[src/rtl/aes_pkg.sv]
// Shared AES definitions: round count, word type, key-schedule FSM encoding
// and the round-constant table used by the key expander.
package aes_pkg;

  localparam logic [3:0] AES_NR    = 4'd10;
  localparam int         AES_NKEYS = 11;

  typedef logic [31:0] word_t;

  typedef enum logic [1:0] {
    IDLE,
    EXPAND,
    DONE
  } state_t;

  // Rcon[1..10]; index 0 and 11..15 never reach the datapath while it is used.
  function automatic logic [7:0] rcon(input logic [3:0] round);
    logic [7:0] rc;
    // NOTE: a default assignment before the case keeps combinational code latch-free.
    rc = 8'h00;
    case (round)
      4'd1:    rc = 8'h01;
      4'd2:    rc = 8'h02;
      4'd3:    rc = 8'h04;
      4'd4:    rc = 8'h08;
      4'd5:    rc = 8'h10;
      4'd6:    rc = 8'h20;
      4'd7:    rc = 8'h40;
      4'd8:    rc = 8'h80;
      4'd9:    rc = 8'h1b;
      4'd10:   rc = 8'h36;
      default: rc = 8'h00;
    endcase
    return rc;
  endfunction

endpackage

[src/rtl/aes_sbox.sv]
// Forward AES S-box, 8-bit combinational lookup. Shared with the encryption
// path; the inverse S-box lives in its own module.
module aes_sbox (
  input  logic [7:0] data,
  output logic [7:0] subst
);

  localparam logic [7:0] SBOX [256] = '{
    8'h63, 8'h7c, 8'h77, 8'h7b, 8'hf2, 8'h6b, 8'h6f, 8'hc5, 8'h30, 8'h01, 8'h67, 8'h2b, 8'hfe, 8'hd7, 8'hab, 8'h76,
    8'hca, 8'h82, 8'hc9, 8'h7d, 8'hfa, 8'h59, 8'h47, 8'hf0, 8'had, 8'hd4, 8'ha2, 8'haf, 8'h9c, 8'ha4, 8'h72, 8'hc0,
    8'hb7, 8'hfd, 8'h93, 8'h26, 8'h36, 8'h3f, 8'hf7, 8'hcc, 8'h34, 8'ha5, 8'he5, 8'hf1, 8'h71, 8'hd8, 8'h31, 8'h15,
    8'h04, 8'hc7, 8'h23, 8'hc3, 8'h18, 8'h96, 8'h05, 8'h9a, 8'h07, 8'h12, 8'h80, 8'he2, 8'heb, 8'h27, 8'hb2, 8'h75,
    8'h09, 8'h83, 8'h2c, 8'h1a, 8'h1b, 8'h6e, 8'h5a, 8'ha0, 8'h52, 8'h3b, 8'hd6, 8'hb3, 8'h29, 8'he3, 8'h2f, 8'h84,
    8'h53, 8'hd1, 8'h00, 8'hed, 8'h20, 8'hfc, 8'hb1, 8'h5b, 8'h6a, 8'hcb, 8'hbe, 8'h39, 8'h4a, 8'h4c, 8'h58, 8'hcf,
    8'hd0, 8'hef, 8'haa, 8'hfb, 8'h43, 8'h4d, 8'h33, 8'h85, 8'h45, 8'hf9, 8'h02, 8'h7f, 8'h50, 8'h3c, 8'h9f, 8'ha8,
    8'h51, 8'ha3, 8'h40, 8'h8f, 8'h92, 8'h9d, 8'h38, 8'hf5, 8'hbc, 8'hb6, 8'hda, 8'h21, 8'h10, 8'hff, 8'hf3, 8'hd2,
    8'hcd, 8'h0c, 8'h13, 8'hec, 8'h5f, 8'h97, 8'h44, 8'h17, 8'hc4, 8'ha7, 8'h7e, 8'h3d, 8'h64, 8'h5d, 8'h19, 8'h73,
    8'h60, 8'h81, 8'h4f, 8'hdc, 8'h22, 8'h2a, 8'h90, 8'h88, 8'h46, 8'hee, 8'hb8, 8'h14, 8'hde, 8'h5e, 8'h0b, 8'hdb,
    8'he0, 8'h32, 8'h3a, 8'h0a, 8'h49, 8'h06, 8'h24, 8'h5c, 8'hc2, 8'hd3, 8'hac, 8'h62, 8'h91, 8'h95, 8'he4, 8'h79,
    8'he7, 8'hc8, 8'h37, 8'h6d, 8'h8d, 8'hd5, 8'h4e, 8'ha9, 8'h6c, 8'h56, 8'hf4, 8'hea, 8'h65, 8'h7a, 8'hae, 8'h08,
    8'hba, 8'h78, 8'h25, 8'h2e, 8'h1c, 8'ha6, 8'hb4, 8'hc6, 8'he8, 8'hdd, 8'h74, 8'h1f, 8'h4b, 8'hbd, 8'h8b, 8'h8a,
    8'h70, 8'h3e, 8'hb5, 8'h66, 8'h48, 8'h03, 8'hf6, 8'h0e, 8'h61, 8'h35, 8'h57, 8'hb9, 8'h86, 8'hc1, 8'h1d, 8'h9e,
    8'he1, 8'hf8, 8'h98, 8'h11, 8'h69, 8'hd9, 8'h8e, 8'h94, 8'h9b, 8'h1e, 8'h87, 8'he9, 8'hce, 8'h55, 8'h28, 8'hdf,
    8'h8c, 8'ha1, 8'h89, 8'h0d, 8'hbf, 8'he6, 8'h42, 8'h68, 8'h41, 8'h99, 8'h2d, 8'h0f, 8'hb0, 8'h54, 8'hbb, 8'h16
  };

  assign subst = SBOX[data];

endmodule

[src/rtl/aes128_key_expander.sv]
// Iterative AES-128 key schedule: one round key per clock into an 11-slot
// register bank exposed as a flat, registered bus for the decryption datapath.
module aes128_key_expander
  import aes_pkg::*;
(
  input  logic          clk,
  input  logic          rst,
  input  logic          start,
  input  logic [0:127]  cipher_key,
  output logic          busy,
  output logic          keys_valid,
  output logic [0:1407] round_keys
);

  state_t       state;
  logic [3:0]   cnt;
  logic [0:127] slot [0:AES_NKEYS-1];

  logic [3:0]   prev_idx;
  logic [0:127] prev_key;
  logic [0:127] next_key;
  word_t        w0, w1, w2, w3;
  word_t        rot_w3, sub_w3;
  word_t        n0, n1, n2, n3;

  // Single next-key datapath, fed from the slot written on the previous cycle.
  assign prev_idx = (cnt == 4'd0) ? 4'd0 : cnt - 4'd1;
  assign prev_key = slot[prev_idx];
  assign w0       = prev_key[0:31];
  assign w1       = prev_key[32:63];
  assign w2       = prev_key[64:95];
  assign w3       = prev_key[96:127];
  assign rot_w3   = {w3[23:0], w3[31:24]};

  for (genvar b = 0; b < 4; b++) begin : g_subword
    aes_sbox u_sbox (
      .data  (rot_w3[8*b +: 8]),
      .subst (sub_w3[8*b +: 8])
    );
  end

  assign n0       = w0 ^ sub_w3 ^ {rcon(cnt), 24'h000000};
  assign n1       = w1 ^ n0;
  assign n2       = w2 ^ n1;
  assign n3       = w3 ^ n2;
  assign next_key = {n0, n1, n2, n3};

  for (genvar i = 0; i < AES_NKEYS; i++) begin : g_bus
    assign round_keys[128*i +: 128] = slot[i];
  end

  always_ff @(posedge clk or posedge rst) begin
    if (rst) begin
      state      <= IDLE;
      cnt        <= 4'd0;
      busy       <= 1'b0;
      keys_valid <= 1'b0;
      // NOTE: the key bank is reset too, so no partial schedule survives a reset.
      for (int i = 0; i < AES_NKEYS; i++) slot[i] <= '0;
    end else begin
      // NOTE: all state updates are non-blocking so every read sees pre-edge values.
      case (state)
        IDLE, DONE: begin
          if (start) begin
            slot[0]    <= cipher_key;
            cnt        <= 4'd1;
            busy       <= 1'b1;
            keys_valid <= 1'b0;
            state      <= EXPAND;
          end
        end
        EXPAND: begin
          slot[cnt] <= next_key;
          if (cnt == AES_NR) begin
            busy       <= 1'b0;
            keys_valid <= 1'b1;
            state      <= DONE;
          end else begin
            cnt <= cnt + 4'd1;
          end
        end
        default: state <= IDLE;
      endcase
    end
  end

endmodule

[config.mk]
export PLATFORM = sky130hd
export DESIGN_NAME = aes128_key_expander
export DESIGN_NICKNAME = d
export VERILOG_FILES = /design/src/rtl/aes_pkg.sv /design/src/rtl/aes_sbox.sv /design/src/rtl/aes128_key_expander.sv
export SDC_FILE = /design/constraint.sdc
export NUM_CORES = 2
export LEC_CHECK = 0
export CORE_AREA = 2 2 608 610
export CTS_BUF_LIST = sky130_fd_sc_hd__clkbuf_8
export DETAILED_ROUTE_END_ITERATION = 8
export DIE_AREA = 0 0 610 612
export DONT_BUFFER_PORTS = 1
export HOLD_SLACK_MARGIN = 0.15
export PLACE_DENSITY = 0.42
export SETUP_SLACK_MARGIN = 0.5
export SKIP_CTS_REPAIR_TIMING = 1
export SYNTH_ARGS = -nofsm -noshare
export SYNTH_HDL_FRONTEND = slang
export SYNTH_HIERARCHICAL = 1
export SYNTH_SLANG_ARGS = --single-unit
[constraint.sdc]
create_clock -name clk -period 48.6 [get_ports clk]
set_input_delay 7.29 -clock clk [delete_from_list [all_inputs] [get_ports clk]]
set_output_delay 7.29 -clock clk [all_outputs]
set_load 0.02 [all_outputs]
==> run metrics <==
row count=223; Final Skew=around 0.12 ns; GRT overflow=0; post-synthesis compound-gate area fraction=25.3%; Clk Latency, worst-skew pair=approximately 1.1 ns; WL per Instance=42.5 um; Netlist Area Pre-Place=78300 um^2; drt drc=0; flop2flop setup slack=37.22 ns; Detailed Place HPWL=417000 um; Cell Area, Placed=84000 um^2; GPL Wtd Cong=~0.95; vias in the first global route=73200; worst setup path endpoint=round_keys[1021]; via/cell ratio=just under 6; FMAX=~90 MHz; max-slew violations=25; Worst Path Required=between 40 and 50 ns; Synth Area in Adders=1.01%; Clock Path Buffers=4; I/O Pins=1541; first-pass GRT wire length=between 700000 and 800000 um; Setup crit start kind=flip-flop; critical path class=flip-flop to flip-flop; largest net degree at the start of global routing=170; largest family of logic cells by synthesized area=compound AO/OA/AOI/OAI gates; worst r2r dst=round_keys[1021]; Net Count, Synth=9064; synth warn=6; initial antenna violation count=56; final hold violation count=0; outcome=finished, violations left; post-synthesis sequential area ratio=45.2%; EDFF count, synth=0; R2R Path Start=cnt[0]; post-place setup slack=around 36 ns; clk sinks=1416; part of the cycle the worst path needs=23.4%; Die H=612 um; post-synthesis cell count=8870; Tot GR Track Use=29.6%; First-pass DRT Iterations=9; WL final=577000 um; Seq cells post-synth=1416; Max Cap Violations=1; total negative slack=0 ns; violated checks=capacitance limit, slew limit; syn avg cell area=8.83 um^2; multiplexer share of the synthesized area=6.37%; ANT nets after route=0; fraction of layout cells with a size suffix above 1=13.8%; RSZ-0062 raised after global routing=false; min Tclk post-route=11.38 ns; Synth Area in XOR/XNOR=1.68%; Worst-Margin Slew=around 1.5 ns; CTS tree=built; slack of the critical path=around 37 ns; nets=8684; Async SR Flop Fraction=100%; Crit path arrival time=12.25 ns; Tightest Hold Check Type=flip-flop to flip-flop; Synth Area in Simple Gates=14.6%; Max-slew headroom=-2.92%; DR iter-0 viols=10600; total number of vias=78400; worst reg-to-reg path cell count=26; die width=between 600 and 700 um; Layout area overhead=14.5%; Primary FF master, synth=dfrtp_1; Root Driver=clkbuf_8; Initial Util=a little over a fifth; core footprint=about 370000 um^2; Distinct cells, synth=95; crit path launch=cnt[0]; Die ar.=373000 um^2; htree depth=5; CTS buffer count=~280; Max FO, Critical Path=65; Final setup viols=0; final instance area=89600 um^2; Setup crit end kind=flip-flop; Port Buf Inserts=0; clk slew on worst S/H paths=0.06 ns
[worst min-delay path by stage]
stage,startpoint,endpoint,cells past startpoint
finish,state[1],state[1],2
global route,keys_valid,keys_valid,2
floorplan,state[1],state[1],2
CTS,state[1],state[1],2
global placement,state[1],state[1],2
detailed placement,state[1],state[1],2
[logic make-up (layout without fill, tap and decap cells)]
group,Yosys count,after routing
adders and majority gates,63,63
AOI/OAI and AO/OA,3166,3166
and+or+nand+nor,2625,2625
other,0,42
muxes,433,433
xor gates and xnor gates,143,143
DFF,1416,1416
buffers and inverters,1024,834
[stage by stage]
step	hold WS [ns]	cells	utilization, %
floorplan	0.543	8870	-
global placement	0.597	13000	22.9
detailed placement	0.613	13000	22.9
CTS	0.619	13500	24.4
global route	0.648	13500	24.4
finish	0.611	13600	24.4
[cell type report]
class	count	area (um^2)
fillers	39900	278000
multi-input cells	6430	39800
flip-flops and latches	1416	35400
well taps	4837	6050
clock buffers	333	4580
repair buffers	317	2520
clock inverters	142	906
inverters	42	173
diodes	42	105
[cells in the mapped netlist (20+ instances only)]
master     count  area (um^2)
nor2_1       292         1100
or2_2         20          125
o21ai_0     1261         6310
a21oi_1      396         1980
o22ai_1      130          813
o32ai_1       26          228
o2111ai_1     28          245
nor3_1       158          791
o21ai_1      198          991
a2111oi_0     25          219
o211ai_1      80          601
a22oi_1      126          946
nor2b_1      124          776
and2_1        27          169
mux2_2       252         2840
buf_6         23          259
ha_1          63          788
nand3_1      184          921
o31ai_1       34          255
buf_4         32          240
a22o_1        72          631
clkbuf_1     587         2200
a222oi_1      56          561
nor4_1        26          163
mux4_2        26          586
mux2i_1      154         1540
inv_1         29          109
a311oi_1      53          464
buf_1         40          150
nand2_1     1574         5910
xor2_1        75          657
a211o_1       34          298
and3_1        34          213
a31oi_1      166         1040
xnor2_1       61          534
o311ai_0      44          385
o221ai_1      90          788
buf_2        300         1500
a221oi_1      68          596
nand2b_1      83          519
dfrtp_1     1416        35400
a211oi_1     105          788
[sequential cells by signal (all words and copies together), names as in the netlist]
name and count:
busy 1, cnt 4, keys_valid 1, round_keys 1408, state 2
[critical path, cell delays in order, from the launching register on]
cell	delay, ns
dfrtp_4	0.53
inv_8	0.40
ha_4	0.51
or3b_4	0.70
nand2_8	0.56
buf_4	0.66
mux2i_1	0.14
o21ai_0	0.51
mux2i_1	0.25
o22ai_4	0.20
buf_4	0.39
inv_1	0.19
ha_1	0.83
nand2b_1	0.52
nand3_1	0.19
nand2_1	0.08
o311ai_1	0.57
o221ai_1	0.32
a211oi_1	0.71
xnor2_2	0.18
buf_4	0.34
xor2_2	0.15
buf_4	0.30
xor2_2	0.15
buf_4	0.35
xor2_1	0.95
o21ai_0	0.21
[placed cells by master (no fill, tap or decap), types with 34 or more instances in the layout]
cell,instances
mux2_2,251
buf_4,304
mux2i_1,154
a222oi_1,56
nor3_1,158
o31ai_1,34
o221ai_1,84
inv_1,125
nand2_1,1566
a221oi_1,68
a211oi_1,104
xor2_1,41
a21oi_1,395
clkbuf_8,333
nor2_1,280
o22ai_1,117
xnor2_2,43
a311oi_1,53
o211ai_1,80
nor2b_1,122
dfrtp_1,1414
a22oi_1,126
o21ai_0,1258
ha_1,61
diode_2,42
nand2b_1,82
a22o_1,72
o21ai_1,198
o311ai_0,44
nand3_1,176
a31oi_1,166
and3_1,34
[layer usage]
metal  wire length, um  up-vias  track usage [%]  share of wire, %
met4             37800       14             16.3               6.6
li1                  -    31500                -                 -
met2            258000     5337             46.3                45
met1            220000    40400             35.5                38
met3             60500     1144             10.1                11
met5                85        -                0             0.015
Power is left out: the tool's default activity adds up to more than one toggle a clock period on the data nets, which glitch-free logic cannot reach.
